===== src/rtl/fetch_seq_pkg.sv =====
// fetch_seq_pkg: opcode constants, sequencer state encoding and opcode class helpers
package fetch_seq_pkg;
  localparam logic [3:0] OP_JC    = 4'h0;
  localparam logic [3:0] OP_JNC   = 4'h1;
  localparam logic [3:0] OP_CMPI  = 4'h2;
  localparam logic [3:0] OP_CMPM  = 4'h3;
  localparam logic [3:0] OP_LIT   = 4'h4;
  localparam logic [3:0] OP_IN    = 4'h5;
  localparam logic [3:0] OP_LD    = 4'h6;
  localparam logic [3:0] OP_ST    = 4'h7;
  localparam logic [3:0] OP_JZ    = 4'h8;
  localparam logic [3:0] OP_JNZ   = 4'h9;
  localparam logic [3:0] OP_ADDI  = 4'hA;
  localparam logic [3:0] OP_ADDM  = 4'hB;
  localparam logic [3:0] OP_JMP   = 4'hC;
  localparam logic [3:0] OP_OUT   = 4'hD;
  localparam logic [3:0] OP_NANDI = 4'hE;
  localparam logic [3:0] OP_NANDM = 4'hF;
  localparam logic [1:0] S_FETCH = 2'd0;
  localparam logic [1:0] S_EXEC  = 2'd1;
  localparam logic [1:0] S_MEM   = 2'd2;
  localparam logic [1:0] S_HALT  = 2'd3;
  function automatic logic is_jump(input logic [3:0] op);
    return op inside {OP_JC, OP_JNC, OP_JZ, OP_JNZ, OP_JMP};
  endfunction
  function automatic logic is_mem(input logic [3:0] op);
    return op inside {OP_CMPM, OP_LD, OP_ST, OP_ADDM, OP_NANDM};
  endfunction
endpackage


===== src/rtl/fetch_sequencer_jump_resolve.sv =====
// jump_resolve: combinational branch-taken decision from opcode and registered flags
module jump_resolve
  import fetch_seq_pkg::*;
(
  input  logic [3:0] instr,
  input  logic       cflag,
  input  logic       zflag,
  output logic       taken
);
  assign taken = instr == OP_JMP || (instr == OP_JC && cflag) || (instr == OP_JNC && !cflag) ||
                 (instr == OP_JZ && zflag) || (instr == OP_JNZ && !zflag);
endmodule


===== src/rtl/fetch_sequencer.sv =====
// fetch_sequencer: program counter and fetch/execute FSM resolving two-byte jumps and memory ops
// Optional SEQ_HALT_EN: a taken JMP to its own first byte parks the sequencer in a halt state.
module fetch_sequencer
  import fetch_seq_pkg::*;
#(
  parameter int ADDR_W = 12,
  parameter logic [ADDR_W-1:0] RESET_PC = '0
) (
  input  logic              clk,
  input  logic              R,
  input  logic [7:0]        program_byte,
  input  logic [3:0]        instr,
  input  logic [3:0]        operando,
  input  logic              cflag,
  input  logic              zflag,
  output logic [ADDR_W-1:0] rom_addr,
  output logic              fetch_en,
  output logic              phase,
  output logic              exec_en,
  output logic [ADDR_W-1:0] data_addr,
  output logic              halted
);
  logic [1:0] state, state_n;
  logic [ADDR_W-1:0] pc, pc_n, pc_inc, data_addr_n, target;
  logic taken, halt_hit;
  jump_resolve u_jump (.instr(instr), .cflag(cflag), .zflag(zflag), .taken(taken));
  assign pc_inc = pc + ADDR_W'(1);
  // second instruction byte arrives on program_byte while in S_EXEC
  assign target = ADDR_W'({operando, program_byte});
`ifdef SEQ_HALT_EN
  assign halt_hit = instr == OP_JMP && target == pc - ADDR_W'(1);
  assign halted = state == S_HALT;
`else
  assign halt_hit = 1'b0;
  assign halted = 1'b0;
`endif
  assign rom_addr = pc;
  assign fetch_en = state == S_FETCH;
  assign phase = state != S_FETCH;
  assign exec_en = (state == S_EXEC && !is_jump(instr) && !is_mem(instr)) || state == S_MEM;
  always_comb begin
    state_n = state;
    pc_n = pc;
    data_addr_n = data_addr;
    case (state)
      S_FETCH: begin
        pc_n = pc_inc;
        state_n = S_EXEC;
      end
      S_EXEC: begin
        state_n = is_mem(instr) ? S_MEM : S_FETCH;
        if (is_jump(instr)) begin
          pc_n = taken ? target : pc_inc;
          state_n = taken && halt_hit ? S_HALT : S_FETCH;
        end else if (is_mem(instr)) begin
          pc_n = pc_inc;
          data_addr_n = target;
        end
      end
      S_MEM: state_n = S_FETCH;
      default: state_n = state;
    endcase
  end
  always_ff @(posedge clk or posedge R) begin
    if (R) begin
      state <= S_FETCH;
      pc <= RESET_PC;
      data_addr <= '0;
    end else begin
      state <= state_n;
      pc <= pc_n;
      data_addr <= data_addr_n;
    end
  end
endmodule


===== config.mk =====
export PLATFORM = sky130hd
export DESIGN_NAME = fetch_sequencer
export DESIGN_NICKNAME = d
export VERILOG_FILES = /design/src/rtl/fetch_seq_pkg.sv /design/src/rtl/fetch_sequencer_jump_resolve.sv /design/src/rtl/fetch_sequencer.sv
export SDC_FILE = /design/constraint.sdc
export NUM_CORES = 1
export LEC_CHECK = 0
export ABC_CLOCK_PERIOD_IN_PS = 2600
export BUFFER_PORTS_ARGS = -buffer_cell sky130_fd_sc_hd__buf_2
export CORE_UTILIZATION = 50
export CTS_CLUSTER_SIZE = 40
export DETAILED_ROUTE_END_ITERATION = 10
export HOLD_SLACK_MARGIN = 0.08
export PLACE_DENSITY = 0.79
export SETUP_SLACK_MARGIN = 0.02
export SKIP_CTS_REPAIR_TIMING = 1
export SYNTH_ARGS = -nofsm -noshare
export SYNTH_HDL_FRONTEND = slang
export SYNTH_SLANG_ARGS = --single-unit

===== constraint.sdc =====
create_clock -name clk -period 2.6 [get_ports clk]
set_input_delay 0.52 -clock clk [delete_from_list [all_inputs] [get_ports clk]]
set_output_delay 0.52 -clock clk [all_outputs]
set_load 0.1 [all_outputs]

; Yosys cells after proc, flatten, opt, wreduce, memory -nomap -nowiden
; Cells that the tools add are included.
[word_totals]
register_bits = 26
in_bits = 20
out_inout_bits = 28
elab_cells = 48
[op_classes]
add_sub_neg = 1
eq_ne = 12
n_mux = 7
n_bitwise = 1
n_reduce_logical = 24
[op_table]
columns = cell, n
row1 = 12-bit two-way mux, 3
row2 = 12-bit one-hot mux with 2 select lines, 1
row3 = "4-bit == test, second input constant", 5
row4 = "12-bit by 1-bit adder with 12-bit output, second input constant", 1
row5 = 5-bit nonzero test, 2
row6 = "4-bit by 3-bit == test with 1-bit output, second input constant", 2
row7 = 1-bit logical AND, 6
row8 = 2-bit one-hot mux with 3 select lines, 1
row9 = 1-bit logical OR, 5
row10 = "4-bit by 1-bit == test with 1-bit output, second input constant", 1
row11 = "4-bit by 2-bit == test with 1-bit output, second input constant", 1
row12 = 1-bit logical NOT, 4
row13 = 4-bit logical NOT, 1
row14 = 2-bit two-way mux, 2
row15 = 2-bit nonzero test, 2
row16 = "3-bit by 1-bit inequality test with 1-bit output, second input constant", 1
row17 = 3-bit AND reduction, 1
row18 = 3-bit nonzero test, 1
row19 = "2-bit by 1-bit == test with 1-bit output, second input constant", 1
row20 = "2-bit == test, second input constant", 1
row21 = 2-bit logical NOT, 1
row22 = 2-bit AND reduction, 1
row23 = 1-bit inverter, 1

; Logic depth before layout (Yosys ltp)
[depth]
word_depth = 9
mapped_depth = 8
ltp_nobuf = 6

; Cells and area by module
; A second synthesis with hierarchy kept.
[hier_totals]
cells_unflattened = 149
hier_area_um2 = 1691.6
[by_module_without_submodules]
columns = mod, instances, cells_per_inst, area_per_inst_um2, seq_area_each_um2
row1 = fetch_sequencer, 1, 142, 1641.6, 650.6
row2 = jump_resolve, 1, 7, 50.0, 0.0

; Worst setup path before layout
; No wires, ideal clock.
[synth_path]
path_kind = register to output
start = reg state[0]
end = out phase
arrival_time_ns = 1.987
t_required_ns = 2.080
slack_ns = 0.093
stages_incl_launch_ff = 4
n_path_buf = 0
path_cell_list = dfrtp_1 > inv_1 > ha_1 > inv_1
[synth_via]
elab_chain_len = 1
[synth_lines]
columns = element, line
row1 = from (decl), fetch_sequencer.sv:23  ; logic [1:0] state, state_n;
row2 = from (signal assigned), fetch_sequencer.sv:70  ; state <= state_n;
row3 = 2-bit nonzero test, fetch_sequencer.sv:39  ; assign phase = state != S_FETCH;
row4 = to (decl), fetch_sequencer.sv:18  ; output logic phase,
; No other way between the ends.

; Final worst setup path
[layout_path]
start = reg state[1]
end = out exec_en
[layout_via]
elab_chain_len = 4
word_cells_on_any_way = 5
cone_classes = 2 x eq/ne / 3 x reduce/logical
[layout_lines]
columns = element, line
row1 = 2-bit by 1-bit == test with 1-bit output, fetch_sequencer.sv:40  ; assign exec_en = (state == S_EXEC && !is_jump(instr) && !is_mem(instr)) || state == S_MEM;
row2 = 1-bit logical AND (2 in a row), fetch_sequencer.sv:40
row3 = 1-bit logical OR *, fetch_sequencer.sv:40
row4 = to (decl), fetch_sequencer.sv:19  ; output logic exec_en,
; Every way passes the cells marked *; elsewhere a longest branch is shown, timed or not.

==> results.json <==
{
  "cp.required_ns": 2.08,
  "num_io_pins": 48,
  "min_period_ns": 2.28,
  "synth_edf_count": 0,
  "placed_area_sq_um": 1710,
  "fillers": 242,
  "drive_above_1_share_pct": 35.8,
  "clock_latency_ns": 0.33,
  "grt_overflow_total": 0,
  "antenna_found_initial": 0,
  "cts_buffers": 3,
  "grt_pass1_vias": 1120,
  "core_area_sq_um": 2760,
  "synthCells": 142,
  "status": "finished clean",
  "gr-usage-all-layers_pct": 20.6,
  "setup-violations-final": 0,
  "cts_sinks": 26,
  "clkTransAtPathRegs_ns": 0.14,
  "grt_setup_unrepaired": "false",
  "syn-cell-area_sq_um": 1470,
  "crit_fanout": 7,
  "endpoint_kind": "output pin",
  "routedWlPerCell_um": 14.1,
  "ys_seq_area_share_pct": 44.4,
  "die_h_um": 56.1,
  "htreeDepth": 1,
  "hold_viol": 0,
  "synth.top_cell.area_share_pct": 44.4,
  "ys_ff_latch": 26,
  "clockBufferDepth": 2,
  "fin_crit_sh_pct": 87.6,
  "viasPerCell": 5.71,
  "max_cap_violations": 0,
  "gp_congestion": 0.821,
  "setup-tns-final_ns": 0,
  "syn_nets": 167,
  "drv_slew": 0,
  "initial_utilization_pct": 53.1,
  "cp.arrival_ns": 1.76,
  "drt_iter0_markers": 40,
  "drc_errors": 0,
  "dieArea_sq_um": 3150,
  "yosys_warnings": 0,
  "fin_skew_ns": 0.00670,
  "rows": 19,
  "dr_total_vias": 1245,
  "synth_area_leaders": "dfrtp_1, mux2_2, ha_1",
  "synth_common_cells": "dfrtp_1, inv_1, nand2_1",
  "layout.nets": 213,
  "ys_types": 42,
  "grt_pass1_wl_um": 5010,
  "yosysMostFrequentCell": "dfrtp_1",
  "drt-total-wl_um": 3080,
  "antenna-diode-count": 0,
  "syn_avg_cell_area_sq_um": 10.3,
  "die_width_um": 56.1,
  "grt_max_degree": 27,
  "yosysTopAreaCell": "dfrtp_1",
  "tightest_slew_ns": 0.758,
  "synth_flop_cell": "dfrtp_1",
  "relSlewSlack_pct": 49.3,
  "cts_root_buf": "clkbuf_4",
  "cts_tree": "built",
  "place.detailed.hpwl_um": 2380,
  "timing.fmax_mhz": 439,
  "io_buffers": 46,
  "hp-class": "in2async",
  "final_area_sq_um": 1760,
  "async_reset_ff_share_pct": 100,
  "area_growth_pct": 20.2,
  "worstSetupPathType": "reg2out",
  "ant_nets": 0,
  "dr.pass1.iters": 4,
  "cp-start-kind": "register"
}
worst paths after layout:
check / from / endpoint / slack, ns / depth (start not counted)
max: state[1] / exec_en / 0.32 / 4
min: R / data_addr[4] / 0.21 / 3
max reg2reg: state[1] / rom_addr[7] / 0.62 / 6
min reg2reg: data_addr[8] / data_addr[8] / 0.51 / 1
max in group asynchronous: R / data_addr[8] / 2.14 / 3
min in group clk: operando[3] / rom_addr[11] / 0.43 / 3
cell type report:
type | count | area (sq um) | share of cell area [%]
Clock inverter | 1 | 30.0 | 1.70
Inverter | 12 | 45.0 | 2.56
Sequential cell | 26 | 651 | 36.9
Timing Repair Buffer | 48 | 245 | 13.9
Multi-Input combinational cell | 97 | 729 | 41.4
Clock buffer | 3 | 22.5 | 1.28
Tap cell | 31 | 38.8 | 2.20
worst max-delay path, stage by stage, from the launching register on:
cell	delay, ns
dfrtp_1	0.44
inv_1	0.09
ha_1	0.33
a21o_1	0.15
buf_2	0.41
logic make-up (layout without fill, tap and decap cells):
group	Yosys count	in the layout	synth area share [%]
DFF	26	26	44.4
muxes	16	16	11.8
buffers and inverters	19	64	5.81
adders and majority gates	5	5	4.27
and+or+nand+nor	39	39	14.5
other	1	1	0.256
AOI/OAI and AO/OA	36	36	19.0
sequential cells by signal, summed over array words and instances, names as in the netlist:
register / count
data_addr: 12
rom_addr: 12
state: 2
stage by stage:
stage	worst slack, ns	utilization, %	hold slack, ns	cells
floorplan	0.0931	-	0.503	142
global placement	0.397	62.0	0.464	214
detailed placement	0.332	62.0	0.483	214
CTS	0.307	63.9	0.220	218
global route	0.192	63.9	0.232	218
finish	0.324	63.9	0.213	218
cells in the final DEF, fill, tap and decap left out, drive strengths merged, types with 5 or more instances in the layout:
cell type | netlist | final
dfrtp | 26 | 26
buf | 4 | 48
nand3 | 5 | 5
inv | 12 | 12
o21ai | 6 | 6
nand4 | 5 | 5
a21oi | 10 | 10
nand2 | 12 | 12
mux2 | 10 | 10
ha | 5 | 5
mux2i | 6 | 6
nor2 | 7 | 7
routing by layer:
metal  vias to the layer above  part of all wire, %  GRT usage (%)
met5                         -                    0              0
met4                         0                 0.55           4.18
met3                         2                  4.1           4.88
met2                        35                   50           34.9
met1                       604                   45           27.0
li1                        604                    -              -
Power is not shown: default switching activity piles up to over one toggle a cycle in this logic, so the estimate is an artifact.
